File: config.mk
export PLATFORM = sky130hd
export DESIGN_NAME = weight_loader
export DESIGN_NICKNAME = d
export VERILOG_FILES = /design/src/rtl/weight_loader.sv
export SDC_FILE = /design/constraint.sdc
export NUM_CORES = 2
export LEC_CHECK = 0
export ABC_CLOCK_PERIOD_IN_PS = 6500
export BUFFER_PORTS_ARGS = -buffer_cell sky130_fd_sc_hd__buf_2
export CAP_MARGIN = 40
export CORE_MARGIN = 5
export CORE_UTILIZATION = 35
export CTS_CLUSTER_DIAMETER = 100
export DETAILED_ROUTE_END_ITERATION = 12
export GPL_TIMING_DRIVEN = 0
export HOLD_SLACK_MARGIN = 0.06
export PLACE_DENSITY = 0.56
export SLEW_MARGIN = 10
export SYNTH_ARGS = -nofsm -noshare
export SYNTH_HDL_FRONTEND = slang
export SYNTH_SLANG_ARGS = --single-unit
File: constraint.sdc
create_clock -name clock -period 6.5 [get_ports clock]
set_input_delay 1.3 -clock clock [delete_from_list [all_inputs] [get_ports clock]]
set_output_delay 1.3 -clock clock [all_outputs]
set_load 0.02 [all_outputs]
File: src/rtl/weight_loader.sv
// Packs a column-major element stream into NROW-wide column words and writes
// them to weightRAM at successive column addresses, holding dot_prod in reset.
//
// state | meaning
// IDLE  | waiting for start; all outputs low
// FILL  | accepting elements into the packed column register
// WRITE | one-cycle weightRAM write of the completed column
// DONE  | one-cycle loadDone pulse, then back to IDLE
module weight_loader #(
  parameter int NROW          = 32,
  parameter int NCOL          = 4,
  parameter int BITWIDTH      = 18,
  parameter int ADDR_BITWIDTH = (NCOL > 1) ? $clog2(NCOL) : 1
) (
  input  logic                     clock,
  input  logic                     reset,
  input  logic                     start,
  input  logic                     inValid,
  output logic                     inReady,
  input  logic [BITWIDTH-1:0]      inData,
  output logic                     writeEn,
  output logic [ADDR_BITWIDTH-1:0] colAddressWrite,
  output logic [NROW*BITWIDTH-1:0] weightMemInput,
  output logic                     dotReset,
  output logic                     busy,
  output logic                     loadDone
);

  localparam int RW = (NROW > 1) ? $clog2(NROW) : 1;

  typedef enum logic [1:0] {IDLE, FILL, WRITE, DONE} state_t;

  state_t                   state_q, state_d;
  logic [RW-1:0]            row_cnt_q, row_cnt_d;
  logic [ADDR_BITWIDTH-1:0] col_cnt_q, col_cnt_d;
  logic [NROW*BITWIDTH-1:0] pack_q, pack_d;
  logic [ADDR_BITWIDTH-1:0] addr_q, addr_d;
  logic [NROW*BITWIDTH-1:0] word_q, word_d;

  always_ff @(posedge clock) begin
    if (reset) begin
      state_q   <= IDLE;
      row_cnt_q <= '0;
      col_cnt_q <= '0;
      pack_q    <= '0;
      addr_q    <= '0;
      word_q    <= '0;
    end else begin
      state_q   <= state_d;
      row_cnt_q <= row_cnt_d;
      col_cnt_q <= col_cnt_d;
      pack_q    <= pack_d;
      addr_q    <= addr_d;
      word_q    <= word_d;
    end
  end

  always_comb begin
    state_d   = state_q;
    row_cnt_d = row_cnt_q;
    col_cnt_d = col_cnt_q;
    pack_d    = pack_q;
    addr_d    = addr_q;
    word_d    = word_q;
    inReady   = 1'b0;
    writeEn   = 1'b0;
    dotReset  = 1'b0;
    busy      = 1'b1;
    loadDone  = 1'b0;
    case (state_q)
      IDLE: begin
        busy = 1'b0;
        if (start) begin
          state_d   = FILL;
          row_cnt_d = '0;
          col_cnt_d = '0;
        end
      end
      FILL: begin
        inReady  = 1'b1;
        dotReset = 1'b1;
        if (inValid) begin
          pack_d[row_cnt_q*BITWIDTH +: BITWIDTH] = inData;
          if (row_cnt_q == RW'(NROW - 1)) begin
            row_cnt_d = '0;
            state_d   = WRITE;
            // Capture address and word so they stay stable through the write.
            addr_d    = col_cnt_q;
            word_d    = pack_d;
          end else begin
            row_cnt_d = row_cnt_q + 1'b1;
          end
        end
      end
      WRITE: begin
        writeEn  = 1'b1;
        dotReset = 1'b1;
        if (col_cnt_q == ADDR_BITWIDTH'(NCOL - 1)) begin
          state_d = DONE;
        end else begin
          col_cnt_d = col_cnt_q + 1'b1;
          state_d   = FILL;
        end
      end
      DONE: begin
        loadDone = 1'b1;
        dotReset = 1'b1;
        state_d  = IDLE;
      end
      default: state_d = IDLE;
    endcase
  end

  assign colAddressWrite = addr_q;
  assign weightMemInput  = word_q;

endmodule

==> flow_metrics.tcl <==
set metrics [dict create \
    postRouteWirelength_um 342000 \
    syn_to_final_growth_pct 26.1 \
    async_flop_share_pct 0 \
    hold_slack_ps 446 \
    cp-start-kind "flip-flop" \
    max_cap_viol_count 0 \
    drv_slew 0 \
    p_leak_nw 23.9 \
    hp-class "reg2reg" \
    path_buf_inv 7 \
    ant_nets 0 \
    cp_common_cell "ha_1" \
    critPathMaxStageDelay_ps 740 \
    syn_avg_cell_area_um2 8.57 \
    drc 0 \
    dr.pass1.iters 6 \
    dp_cells 8896 \
    synthSimpleGateAreaFrac_pct 17.8 \
    grt_usage_pct 41.5 \
    cp-end-kind "flip-flop" \
    numCtsBuffers 134 \
    initial_core_util_pct 35.3 \
    dp_hpwl_um 274000 \
    path_max_fanout 10 \
    slowest_stage "dfxtp_1" \
    overflow 0 \
    drt_iter0_markers 8317 \
    skew_ps 45.2 \
    grt_pass1_wl_um 453000 \
    synth.area.top_cells "dfxtp_1 (45%), mux2i_1 (12%), nor2_1 (5.2%)" \
    crit_type "reg2reg" \
    crit_chain "ha_1 > ha_1 > inv_1 > fa_1 > or4b_1 > buf_2 > nor3_4 > and2_1 > ha_1 > inv_1 > clkbuf_1 > o211ai_1 > buf_4 > clkbuf_1 > buf_8 > nor4_1 > a21oi_1 > a21oi_1" \
    io_pins 605 \
    fin_crit_ps 6380 \
    final_nets 7149 \
    core_area_um2 148000 \
    final_cells 9179 \
    grt_pass1_vias 53400 \
    yosysTopAreaCell "dfxtp_1" \
    yosysTopAreaCellShare_pct 44.6 \
    fmax_ghz 0.157 \
    synth_most_common_cell "dfxtp_1" \
    worstMarginPinSlew_ps 1050 \
    cts.sinks 1163 \
    finalHoldViolCount 0 \
    synth-adder-area-share_pct 0.254 \
    synth.distinct_cells 99 \
    rows 141 \
    synthCells 6094 \
    cts_max_level 4 \
    yosys.area_share.xor_xnor_pct 0.213 \
    path_clk_slew_ps 60 \
    fillers 14900 \
    design_area_um2 65800 \
    grt_max_degree 17 \
    dieArea_um2 157000 \
    required_ps 7150 \
    synth_fp_nets 6126 \
    gp_congestion 1.06 \
    finalSetupViolCount 0 \
    fin_crit_sh_pct 98.2 \
    synthFlopType "dfxtp_1" \
    cp.arrival_ps 7040 \
    synth_edf_count 0 \
    yosysSeqAreaShare_pct 44.6 \
    cts_tree "yes" \
    clock_path_buffers 3 \
    yosys_register_bits 1163 \
    synthMuxAreaShare_pct 12.4 \
    critPathTopFamily "buffers and inverters" \
    status "finished, final reports clean" \
    io_buffers 604 \
    drive_gt1_share_pct 18.6 \
    synthTopCellsByCount "dfxtp_1 (1163), nor2_1 (725), nand2_1 (618)" \
    antenna_found_initial 41 \
    num_vias 58300 \
    routedWlPerCell_um 37.3 \
    die_w_um 396 \
    timing.slew.headroom_pct 29.2 \
    clkLatencyLatePin_ps 800 \
    synth_top_family_by_area "compound AO/OA/AOI/OAI gates" \
    reg2reg_depth 18 \
    dpl_cell_area_um2 61100 \
    hold_depth 2 \
    synth_compound_area_share_pct 20.6 \
    grt_setup_unrepaired "false" \
    die_y_um 396 \
    synthesis.area_um2 52200 \
    yosys_warnings 0 \
    irDropWorstVdd_mv 0.221 \
    via_per_inst 6.35 \
    cp_num_cells 18 \
    postCtsHoldBufs 0 \
    cts-root-buf "clkbuf_16" \
    powerDensity_nw_per_um2 289 \
]
==> registers in the layout, summed over array words and instances (netlist names) <==
signal	flops
colAddressWrite	2
col_cnt_q	2
pack_q	576
row_cnt_q	5
state_q	2
weightMemInput	576
==> final timing paths <==
| kind | startpoint | to | slack [ps] |
|---|---|---|---|
| max reg2reg | row_cnt_q[4] | weightMemInput[434] | 120 |
| min reg2reg | weightMemInput[27] | weightMemInput[27] | 450 |
| max | row_cnt_q[4] | weightMemInput[434] | 120 |
| min | weightMemInput[27] | weightMemInput[27] | 450 |
==> metal layers <==
layer	track usage (%)	part of all wire, %	vias up
li1	-	-	24300
met1	54.0	40	28700
met2	59.9	41	4312
met3	12.7	12	983
met4	25.7	7.6	18
met5	0	0.036	-
==> tightest hold or removal path, cell delays in order (launching register included) <==
cell and delay, ps:
dfxtp_1 320, nand2_1 40, o21ai_0 50
==> kinds of logic (layout without fill, tap and decap cells) <==
family | Yosys count | in the layout
other cells | 0 | 34
simple gates | 2054 | 2054
mux | 633 | 633
fa+ha+maj | 10 | 10
flops | 1163 | 1163
compound gates | 1683 | 1683
xor+xnor | 11 | 11
buf+inv | 540 | 1661
==> where the power goes <==
| part | leakage, nW | internal (mW) | switching, mW |
|---|---|---|---|
| logic | 12.4 | 0.812 | 3.19 |
| registers | 9.36 | 7.13 | 0.00341 |
| clock network | 2.22 | 4.58 | 3.32 |
==> cell type report <==
cell class	instances	area [um2]	area share, %
antenna	34	85.1	0.129
buffer	514	2080	3.16
clock buffer	188	3870	5.88
clock inverter	46	647	0.983
inverter	25	93.8	0.143
multi-input combinational	4391	27100	41.1
sequential	1163	23300	35.4
tap	1930	2410	3.67
timing repair buffer	888	6280	9.55
==> placed cells by master (no fill, tap or decap), types with 21 or more instances in the layout <==
master	Yosys	final
a211oi_1	192	190
a21o_1	21	21
a21oi_1	307	305
a22oi_1	72	72
a311oi_1	28	28
a31oi_1	50	50
and2_1	32	32
buf_1	25	23
buf_2	60	679
buf_4	8	71
buf_6	2	108
buf_8	0	96
clkbuf_1	420	424
clkbuf_16	0	137
clkbuf_2	0	21
clkbuf_8	0	25
clkinv_2	0	21
dfxtp_1	1163	1163
diode_2	0	34
inv_1	23	23
mux2i_1	605	601
nand2_1	618	618
nand3_1	182	182
nand4_1	76	76
nor2_1	725	721
nor3_1	233	229
nor4_1	56	51
o211ai_1	54	54
o21ai_0	542	537
o21bai_1	21	21
o22ai_1	131	127
o311a_1	33	33
o32ai_1	22	21
==> stage by stage <==
stage / TNS [ps] / util [%] / power, mW / setup slack, ps
final: 0 / 44.5 / 19.0 / 115
after global routing: 0 / 44.4 / 19.2 / 30.0
after CTS: 0 / 44.3 / 18.7 / 1.20
after detailed placement: -5430 / 41.3 / 11.0 / -331
after global placement: -219980 / 38.9 / 10.5 / -1400
after floorplan: 0 / - / 8.67 / 2030
==> repair_timing <==
item                                    4_1_cts  5_1_grt
cloned                                        0        0
resized for setup                             7        0
endpoints found under the setup margin       61      119
pin swaps                                     1        2
setup buffers                                 2        2
No activity file was read; power rests on OpenSTA's default activity.
